## src/rtl/vga_pkg.sv

```systemverilog
// Shared constants, state/owner encodings and the cell-offset helper for the
// text-mode VRAM scheduler.
package vga_pkg;

  localparam logic [9:0] H_ACTIVE = 10'd640;
  localparam logic [9:0] V_ACTIVE = 10'd400;
  localparam int         COLS     = 80;
  localparam int         ROWS     = 25;
  localparam int         CELL_W   = 8;
  localparam int         CELL_H   = 16;

  typedef enum logic {
    ST_IDLE = 1'b0,
    ST_HOLD = 1'b1
  } sched_state_t;

  typedef enum logic [1:0] {
    OWN_NONE = 2'd0,
    OWN_DISP = 2'd1,
    OWN_CPU  = 2'd2
  } owner_t;

  // row*80 + col, built from shifts so no multiplier is inferred
  function automatic logic [15:0] cell_offset(input logic [4:0] row, input logic [6:0] col);
    logic [15:0] r;
    r = {11'd0, row};
    return (r << 6) + (r << 4) + {9'd0, col};
  endfunction

endpackage

```

## src/rtl/vga_vram_sched_if.sv

```systemverilog
// CPU-side access bus of the VRAM scheduler: request/ack handshake plus read return.
interface vga_vram_sched_if #(
  parameter int ADDR_W = 12
) ();

  logic              cpu_req;
  logic              cpu_we;
  logic [ADDR_W-1:0] cpu_addr;
  logic [15:0]       cpu_wdata;
  logic              cpu_ack;
  logic [15:0]       cpu_rdata;
  logic              cpu_rvalid;

  modport master (
    output cpu_req, cpu_we, cpu_addr, cpu_wdata,
    input  cpu_ack, cpu_rdata, cpu_rvalid
  );

  modport slave (
    input  cpu_req, cpu_we, cpu_addr, cpu_wdata,
    output cpu_ack, cpu_rdata, cpu_rvalid
  );

endinterface

```

## src/rtl/vga_text_addr_gen.sv

```systemverilog
// Maps the pixel counters to a display fetch strobe and the word address of the
// character cell under the beam.
module vga_text_addr_gen
  import vga_pkg::*;
#(
  parameter int              ADDR_W    = 12,
  parameter logic [ADDR_W-1:0] TEXT_BASE = '0
) (
  input  logic [9:0]        counter_x,
  input  logic [9:0]        counter_y,
  output logic              disp_hit,
  output logic [ADDR_W-1:0] cell_addr
);

  logic [4:0]  row;
  logic [6:0]  col;
  logic [15:0] sum;

  always_comb begin
    row       = counter_y[8:4];
    col       = counter_x[9:3];
    disp_hit  = (counter_y < V_ACTIVE) && (counter_x < H_ACTIVE) && (counter_x[2:0] == 3'd0);
    sum       = 16'(TEXT_BASE) + cell_offset(row, col);
    cell_addr = sum[ADDR_W-1:0];
  end

endmodule

```

## src/rtl/vga_vram_sched.sv

```systemverilog
// Shares one synchronous single-port VRAM between the display cell fetch
// (fixed-phase, strict priority) and the CPU bus (all remaining slots).
//
//  state   | meaning
//  --------+-----------------------------------------------------------
//  ST_IDLE | CPU may be granted in any slot the display does not claim
//  ST_HOLD | ack cycle of a CPU grant; requester drops cpu_req, no grant
module vga_vram_sched
  import vga_pkg::*;
#(
  parameter int                ADDR_W    = 12,
  parameter logic [ADDR_W-1:0] TEXT_BASE = '0
) (
  input  logic              clk,
  input  logic              reset,
  input  logic [9:0]        counter_x,
  input  logic [9:0]        counter_y,
  vga_vram_sched_if.slave   cpu,
  output logic [ADDR_W-1:0] ram_addr,
  output logic              ram_we,
  output logic [15:0]       ram_wdata,
  input  logic [15:0]       ram_rdata,
  output logic [15:0]       disp_data,
  output logic              disp_valid
);

  sched_state_t      state_q, state_d;
  owner_t            owner_q, owner_d;
  owner_t            rd_owner_q;
  logic              disp_hit;
  logic [ADDR_W-1:0] cell_addr;
  logic [ADDR_W-1:0] addr_q, addr_d;
  logic              we_q, we_d;
  logic [15:0]       wdata_q, wdata_d;
  logic              ack_q, ack_d;

  vga_text_addr_gen #(
    .ADDR_W    (ADDR_W),
    .TEXT_BASE (TEXT_BASE)
  ) u_addr_gen (
    .counter_x (counter_x),
    .counter_y (counter_y),
    .disp_hit  (disp_hit),
    .cell_addr (cell_addr)
  );

  always_comb begin
    state_d = state_q;
    owner_d = OWN_NONE;
    addr_d  = addr_q;
    we_d    = 1'b0;
    wdata_d = wdata_q;
    ack_d   = 1'b0;

    if (state_q == ST_HOLD) begin
      state_d = ST_IDLE;
    end

    if (disp_hit) begin
      owner_d = OWN_DISP;
      addr_d  = cell_addr;
    end else if (cpu.cpu_req && (state_q == ST_IDLE)) begin
      owner_d = OWN_CPU;
      addr_d  = cpu.cpu_addr;
      we_d    = cpu.cpu_we;
      wdata_d = cpu.cpu_wdata;
      ack_d   = 1'b1;
      state_d = ST_HOLD;
    end
  end

  // rd_owner_q marks the cycle in which ram_rdata carries the slot's read data;
  // writes never produce a return
  always_ff @(posedge clk) begin
    if (reset) begin
      state_q    <= ST_IDLE;
      owner_q    <= OWN_NONE;
      rd_owner_q <= OWN_NONE;
      addr_q     <= '0;
      we_q       <= 1'b0;
      wdata_q    <= '0;
      ack_q      <= 1'b0;
    end else begin
      state_q    <= state_d;
      owner_q    <= owner_d;
      rd_owner_q <= we_q ? OWN_NONE : owner_q;
      addr_q     <= addr_d;
      we_q       <= we_d;
      wdata_q    <= wdata_d;
      ack_q      <= ack_d;
    end
  end

  assign ram_addr       = addr_q;
  assign ram_we         = we_q;
  assign ram_wdata      = wdata_q;
  assign cpu.cpu_ack    = ack_q;
  assign cpu.cpu_rvalid = (rd_owner_q == OWN_CPU);
  assign cpu.cpu_rdata  = (rd_owner_q == OWN_CPU) ? ram_rdata : 16'h0000;
  assign disp_valid     = (rd_owner_q == OWN_DISP);
  assign disp_data      = (rd_owner_q == OWN_DISP) ? ram_rdata : 16'h0000;

endmodule
```

## src/flat_wrapper.sv

```systemverilog
// flat-port wrapper written by rule: the top's interface ports become plain ports
module vga_vram_sched_flat import vga_pkg::*;
#(
  parameter int                ADDR_W    = 12,
  parameter logic [ADDR_W-1:0] TEXT_BASE = '0
)
  (clk, reset, counter_x, counter_y, ram_addr, ram_we, ram_wdata, ram_rdata, disp_data, disp_valid, cpu_cpu_req, cpu_cpu_we, cpu_cpu_addr, cpu_cpu_wdata, cpu_cpu_ack, cpu_cpu_rdata, cpu_cpu_rvalid);
  vga_vram_sched_if #(.ADDR_W(ADDR_W)) cpu_i ();
  input  logic clk;
  input  logic reset;
  input  logic [9:0] counter_x;
  input  logic [9:0] counter_y;
  output logic [ADDR_W-1:0] ram_addr;
  output logic ram_we;
  output logic [15:0] ram_wdata;
  input  logic [15:0] ram_rdata;
  output logic [15:0] disp_data;
  output logic disp_valid;
  input wire logic [$bits(cpu_i.cpu_req)-1:0] cpu_cpu_req;
  input wire logic [$bits(cpu_i.cpu_we)-1:0] cpu_cpu_we;
  input wire logic [$bits(cpu_i.cpu_addr)-1:0] cpu_cpu_addr;
  input wire logic [$bits(cpu_i.cpu_wdata)-1:0] cpu_cpu_wdata;
  output wire logic [$bits(cpu_i.cpu_ack)-1:0] cpu_cpu_ack;
  output wire logic [$bits(cpu_i.cpu_rdata)-1:0] cpu_cpu_rdata;
  output wire logic [$bits(cpu_i.cpu_rvalid)-1:0] cpu_cpu_rvalid;
  assign cpu_i.cpu_req = cpu_cpu_req;
  assign cpu_i.cpu_we = cpu_cpu_we;
  assign cpu_i.cpu_addr = cpu_cpu_addr;
  assign cpu_i.cpu_wdata = cpu_cpu_wdata;
  assign cpu_cpu_ack = cpu_i.cpu_ack;
  assign cpu_cpu_rdata = cpu_i.cpu_rdata;
  assign cpu_cpu_rvalid = cpu_i.cpu_rvalid;
  vga_vram_sched #(.ADDR_W(ADDR_W), .TEXT_BASE(TEXT_BASE)) u_core (.clk(clk), .reset(reset), .counter_x(counter_x), .counter_y(counter_y), .cpu(cpu_i), .ram_addr(ram_addr), .ram_we(ram_we), .ram_wdata(ram_wdata), .ram_rdata(ram_rdata), .disp_data(disp_data), .disp_valid(disp_valid));
endmodule
```

## config.mk

```make
export PLATFORM = sky130hd
export DESIGN_NAME = vga_vram_sched_flat
export DESIGN_NICKNAME = d
export VERILOG_FILES = /design/src/rtl/vga_pkg.sv /design/src/rtl/vga_vram_sched_if.sv /design/src/rtl/vga_text_addr_gen.sv /design/src/rtl/vga_vram_sched.sv /design/src/flat_wrapper.sv
export SDC_FILE = /design/constraint.sdc
export NUM_CORES = 1
export LEC_CHECK = 0
export BUFFER_PORTS_ARGS = -buffer_cell sky130_fd_sc_hd__buf_4
export CORE_UTILIZATION = 37
export DETAILED_ROUTE_END_ITERATION = 10
export GPL_TIMING_DRIVEN = 1
export PLACE_DENSITY = 0.81
export SETUP_SLACK_MARGIN = 0.4
export SLEW_MARGIN = 25
export SYNTH_ARGS = -nofsm -noshare
export SYNTH_HDL_FRONTEND = slang
export SYNTH_SLANG_ARGS = --single-unit
```

## constraint.sdc

```tcl
create_clock -name clk -period 2.15 [get_ports clk]
set_input_delay 0.3225 -clock clk [delete_from_list [all_inputs] [get_ports clk]]
set_output_delay 0.3225 -clock clk [all_outputs]
set_load 0.02 [all_outputs]
```

==> run summary, run 1 <==
Post-Synthesis Net Count = 270
Cell Pwr Density = 560 nW/um^2
Mapped cell area = 1830 sq um
Slew Viols, Final = 0
GP Congestion = 0.798
Placed Area = 2950 sq um
Die area = 5230 sq um
Post-Syn Instances = 191
Post-synth ARST share = 0
Fmax = 0.517 GHz
Period utilization = 0.900
Layout cells sized above 1 = 0.503
VDD IR max = 0.364 mV
Aggregate global routing overflow = 0
Syn Area/Cell = 9.57 sq um
CP delay by family, top = compound AO/OA/AOI/OAI gates
CTS tree = done
Worst path slowest cell = fa_1
Placeable Area = 4720 sq um
I/O Pins = 132
Number of DRC markers in iteration 0 = 29
Commonest non-fill, non-tap cells in the layout = buf_4 (136), dfxtp_1 (33), and2_1 (32), nor2_1 (28), mux2i_1 (27)
Nets@finish = 408
CTS root buf = clkbuf_8
Fin. Hold Viols = 0
Setup crit end kind = flip-flop
LEAKAGE = 1.57 nW
Clk_lat worst skew = 0.27 ns
Outcome = completed
Die Wd = 72.3 um
Total power = 0.00175 W
Hold Path Class = primary input to flip-flop
Minimum hold slack = 0.282 ns
Arr. time, crit path = 2.08 ns
DR pass1 iterations = 3
Main area contributors after synthesis = dfxtp_1 (36%), mux2i_1 (15%), and2_1 (11%)
EDFF count, synth = 0
Sw frac = 0.262
Number of max-cap violations = 0
Post-route design area = 3130 sq um
Least-Margin Pin Slew = 0.381 ns
Top cell type by total area after synthesis = dfxtp_1
Global-route wire length before repair = 7.35 mm
Ys Warns = 0
Diode count = 0
Combinational share of power = 0.281
Net switching power = 0.000459 W
Largest net degree at the start of global routing = 34
H-tree levels = 2
DRC violations left = 0
Die height = 72.3 um
Antenna viol nets, final = 0
Clk slew on worst S/H paths = 0.06 ns
Largest fanout on the critical path = 2
WP data required = 2.29 ns
Wire per inst = 12.1 um
CTS Buf Count = 5
Rows = 25
Final setup violation count = 0
Initial antenna violation count = 0
Syn-to-layout area delta = 71.1%
DRT Wirelength = 4.80 mm
Critical Path Source Type = primary input
Total GRT Usage = 0.178
Vias in the first global route = 1679
Minimum clock period = 1.94 ns
# hold bufs at CTS = 0
Starting density of the core = 0.387
Commonest non-fill, non-tap cell in the layout = buf_4
Clock Path Buffers = 2
Synth Register Bits = 33
CP max stage delay = 0.54 ns
Register area share after synthesis = 0.361
Distinct cells, synth = 28
DR vias/cell = 4.68
Top-area cell type share of the netlist area = 0.361
Internal power = 0.00129 W
Slew HR = 0.739
DP HPWL = 3.82 mm
Vias = 1857
Worst path bufs/invs = 3
CTS Sinks = 33
Clock group share of total power = 0.335
RSZ-0062 raised after global routing = true
Register share of total power = 0.384
Crit-path cells = buf_8, inv_4, fa_1, inv_2, ha_4, a211o_1, a21o_1, a2111oi_4, a2111oi_1
Synth Flop Type = dfxtp_1
I/O Buffers = 127
Critical path class = primary input to flip-flop
Worst Clk Skew = 0.00124 ns
[worst min-delay path: cells and delay by family]
family                 cells  cell delay [ns]
AND/OR/NAND/NOR            1             0.07
buffers and inverters      1             0.07
multiplexers               1             0.05
[power groups by stage]
| stage | logic, W | clock network [W] | registers, W |
|---|---|---|---|
| 2_1_floorplan | 0.000200 | 0 | 0.000729 |
| 3_3_place_gp | 0.000461 | 0 | 0.000684 |
| 3_5_place_dp | 0.000473 | 0 | 0.000685 |
| 4_1_cts | 0.000485 | 0.000605 | 0.000672 |
| 5_1_grt | 0.000530 | 0.000630 | 0.000677 |
| 6_report | 0.000492 | 0.000587 | 0.000672 |
[kinds of logic after synthesis]
| logic type | count (synthesis) | synth area share |
|---|---|---|
| AOI/OAI and AO/OA | 27 | 0.132 |
| xor gates and xnor gates | 2 | 0.00958 |
| adders and majority gates | 11 | 0.0835 |
| buffers and inverters | 18 | 0.0445 |
| DFF | 33 | 0.361 |
| muxes | 28 | 0.154 |
| and+or+nand+nor | 72 | 0.215 |
[registers in the layout, summed over array words and instances (netlist names)]
name and cells:
u_core.owner_q 2, u_core.ram_addr 12, u_core.ram_wdata 16, u_core.ram_we 1, u_core.rd_owner_q 2
[per-stage QoR]
stage               utilization  setup slack (ns)  TNS, ns  instances
floorplan                     -            0.0305        0        191
global placement          0.620            -0.150   -0.182        386
detailed placement        0.624            -0.279   -0.321        388
CTS                       0.655             0.162        0        397
global route              0.662             0.164        0        397
finish                    0.662             0.215        0        397
[synthesized netlist by cell type (2+ instances only)]
cell,count
nand2_1,4
nor3b_1,3
a21oi_1,4
o21a_1,2
a2111oi_0,3
clkbuf_1,8
fa_1,2
nor2b_1,3
a211oi_1,9
ha_1,9
dfxtp_1,33
a21o_1,3
and2_1,32
inv_1,7
buf_2,2
a211o_1,2
nor2_1,28
mux2i_1,27
[cell type report]
cell class	instances	area [sq um]
flip-flops and latches	33	661
well taps	67	83.8
fillers	385	1600
repair buffers	142	1090
inverters	7	36.3
clock inverters	1	30.0
clock buffers	7	86.3
multi-input cells	140	1140
[repair_timing]
action                     4_1_cts  5_1_grt
setup endpoints to repair        6        6
pin swaps                       14       13
setup buffers                    1        0
resized for setup                9        6
[path summary, 6_finish.rpt]
path / start / end / slack (ns) / cells past startpoint
max: counter_x[9] / u_core.ram_addr[10]$_SDFFE_PP0P_ / 0.21 / 9
min: cpu_cpu_wdata[10] / u_core.ram_wdata[10]$_SDFFE_PP0P_ / 0.28 / 3
max reg2reg: u_core.owner_q[1]$_SDFF_PP0_ / u_core.ram_addr[10]$_SDFFE_PP0P_ / 0.72 / 4
min reg2reg: u_core.owner_q[0]$_SDFF_PP0_ / u_core.rd_owner_q[0]$_SDFF_PP0_ / 0.46 / 1
[layer usage]
metal	vias up	global-route usage	wire length [um]
met5	-	0	0
met1	837	0.184	1870
met2	84	0.344	2460
met3	4	0.0486	425
li1	932	-	-
met4	0	0.0523	38
No activity file was read; power rests on OpenSTA's default activity.
==> run 2: changes to the inputs <==
--- a/config.mk
+++ b/config.mk
@@ -10,6 +10,7 @@
 export DETAILED_ROUTE_END_ITERATION = 10
 export GPL_TIMING_DRIVEN = 1
 export PLACE_DENSITY = 0.81
+export RECOVER_POWER = 25
 export SETUP_SLACK_MARGIN = 0.4
 export SLEW_MARGIN = 25
 export SYNTH_ARGS = -nofsm -noshare
==> run 2 against run 1 <==
Effect of this change: the run now ends with max-capacitance violations left; largest power group unchanged; sequential power about the same; via count increased by 0.43%; critical path depth unchanged; first-iteration DRC count unchanged; combinational power decreased by 4.7%; sequential cell count unchanged; critical path type unchanged; critical endpoint unchanged; worst hold slack got worse by 0.0037 ns; highest routed layer unchanged; power decreased by 1.2%; final cell count unchanged.
==> run summary, run 2 (synthesis results as in run 1) <==
CTS Buf Count = 5 (unchanged)
# hold bufs at CTS = 0 (unchanged)
Diode count = 0 (unchanged)
Met3 Usage GRT = 0.0486 (unchanged)
Start of the worst register-to-register path = u_core.owner_q[1]$_SDFF_PP0_
LEAKAGE = 1.48 nW (-5.9%)
DRT Wirelength = 4.78 mm (-0.33%)
Final setup violation count = 0 (unchanged)
Placed Area = 2950 sq um (unchanged)
I/O Pins = 132 (unchanged)
Total power = 0.00173 W (-1.2%)
Starting density of the core = 0.387 (unchanged)
Fill count = 408 (+6.0%)
Fmax = 0.502 GHz (-2.9%)
H-tree levels = 2 (unchanged)
Syn-to-layout area delta = 66.4%
Nets@finish = 408 (unchanged)
Slew Viols, Final = 0 (unchanged)
Hold Path Class = primary input to flip-flop
Die height = 72.3 um (unchanged)
Worst path bufs/invs = 3 (unchanged)
Setup crit end kind = flip-flop
Number of max-cap violations = 1 (+1)
Die Wd = 72.3 um (unchanged)
Worst Clk Skew = 0.00331 ns (+0.00208 ns)
CTS Sinks = 33 (unchanged)
Clk slew on worst S/H paths = 0.07 ns (about the same)
GRT met1 Usage = 0.184 (unchanged)
Global-route wire length before repair = 7.35 mm (unchanged)
GP Congestion = 0.798 (unchanged)
Worst path slowest cell = fa_1
Critical Path Source Type = primary input
CTS root buf = clkbuf_8
DRC violations left = 0 (unchanged)
Met2 global-route usage = 0.344 (unchanged)
Cell Pwr Density = 569 nW/um^2 (+1.6%)
Aggregate global routing overflow = 0 (unchanged)
DP HPWL = 3.82 mm (unchanged)
Clock Path Buffers = 2 (unchanged)
CP max stage delay = 0.54 ns (about the same)
Commonest non-fill, non-tap cell in the layout = buf_4
Area of the multi-input gates = 1140 sq um (unchanged)
Least-Margin Pin Slew = 1.49 ns (+1.11 ns)
Outcome = complete, but fails checks
Clk_lat worst skew = 0.28 ns (about the same)
CP delay by family, top = compound AO/OA/AOI/OAI gates
Setup TNS Final = 0 ns (unchanged)
Critical Path Source = counter_x[9]
Initial antenna violation count = 0 (unchanged)
Minimum clock period = 1.99 ns (+0.0577 ns)
Commonest non-fill, non-tap cells in the layout = buf_4 (113), dfxtp_1 (33), and2_1 (32), nor2_1 (28), mux2i_1 (27)
Total GRT Usage = 0.178 (unchanged)
Register Area = 661 sq um (unchanged)
Rows = 25 (unchanged)
Failing checks = max-capacitance violations
WP data required = 2.23 ns (-0.06 ns)
Largest net degree at the start of global routing = 34 (unchanged)
Wire per inst = 12.0 um (-0.33%)
Fin. Hold Viols = 0 (unchanged)
I/O Buffers = 127 (unchanged)
Arr. time, crit path = 2.07 ns (about the same)
DR pass1 iterations = 4 (+1)
RSZ-0062 raised after global routing = true
Post-route design area = 3040 sq um (-2.8%)
Crit-path cells = buf_8, inv_4, fa_1, inv_2, ha_4, a211o_1, a21o_1, a2111oi_4, a2111oi_1
Slew HR = 0.00381 (-0.736)
Critical path class = primary input to flip-flop
Number of DRC markers in iteration 0 = 29 (unchanged)
Largest fanout on the critical path = 2 (unchanged)
Die area = 5230 sq um (unchanged)
Layout cells sized above 1 = 0.433 (-0.0697)
Antenna viol nets, final = 0 (unchanged)
Placeable Area = 4720 sq um (unchanged)
Hold_sp = cpu_cpu_wdata[10]
Period utilization = 0.927 (+0.0268)
Vias = 1865 (+0.43%)
CTS tree = done
VDD IR max = 0.362 mV (-0.57%)
Max reg flops = 16 (unchanged)
Vias in the first global route = 1679 (unchanged)
Grt peak-use layer = met2
DR vias/cell = 4.70 (+0.43%)
==> run 2: worst paths after layout <==
| check | to | slack, ns | cells past startpoint |
|---|---|---|---|
| setup reg to reg | u_core.ram_addr[10]$_SDFFE_PP0P_ | 0.70 | 4 |
| setup / recovery | u_core.ram_addr[10]$_SDFFE_PP0P_ | 0.16 | 9 |
| hold / removal | u_core.ram_wdata[10]$_SDFFE_PP0P_ | 0.28 | 3 |
| hold reg to reg | u_core.rd_owner_q[0]$_SDFF_PP0_ | 0.46 | 1 |
==> run 2: power by group <==
group          internal (W)  leakage, nW  switching (W)
Sequential         0.000651        0.271      0.0000209
Clock              0.000378       0.0585       0.000211
Combinational      0.000240         1.15       0.000229
==> run 2: area by class of cell <==
cell class / count / share of cell area
multi-input combinational: 140 / 0.374
clock buffer: 7 / 0.0284
sequential: 33 / 0.217
timing repair buffer: 142 / 0.331
inverter: 7 / 0.0119
clock inverter: 1 / 0.00987
tap: 67 / 0.0276
==> run 2: layer usage <==
metal  vias to the layer above  part of all wire
met1                       842              0.40
met2                        86              0.50
li1                        932                 -
met3                         5             0.090
met5                         -                 0
met4                         0            0.0082
==> run 2: worst reg2reg max path, delay by kind of cell, from the launching register on <==
family	cells	cell delay (ns)
buf+inv	1	0.26
compound gates	1	0.42
flops	1	0.37
mux	1	0.11
simple gates	1	0.15
==> run 2: timing repair <==
action                     CTS  global route
pin swaps                   14            13
buffers inserted             1             0
resized for setup            9             6
hold endpoints to repair     0             0
setup endpoints to repair    6             6
==> run 2: per-stage QoR <==
| step | instances | worst slack (ns) | hold slack, ns | util |
|---|---|---|---|---|
| 2_1_floorplan | 191 | 0.0305 | 0.442 | - |
| 3_3_place_gp | 386 | -0.150 | 0.446 | 0.620 |
| 3_5_place_dp | 388 | -0.279 | 0.451 | 0.624 |
| 4_1_cts | 397 | 0.162 | 0.276 | 0.655 |
| 5_1_grt | 397 | 0.0937 | 0.290 | 0.644 |
| 6_report | 397 | 0.157 | 0.278 | 0.644 |
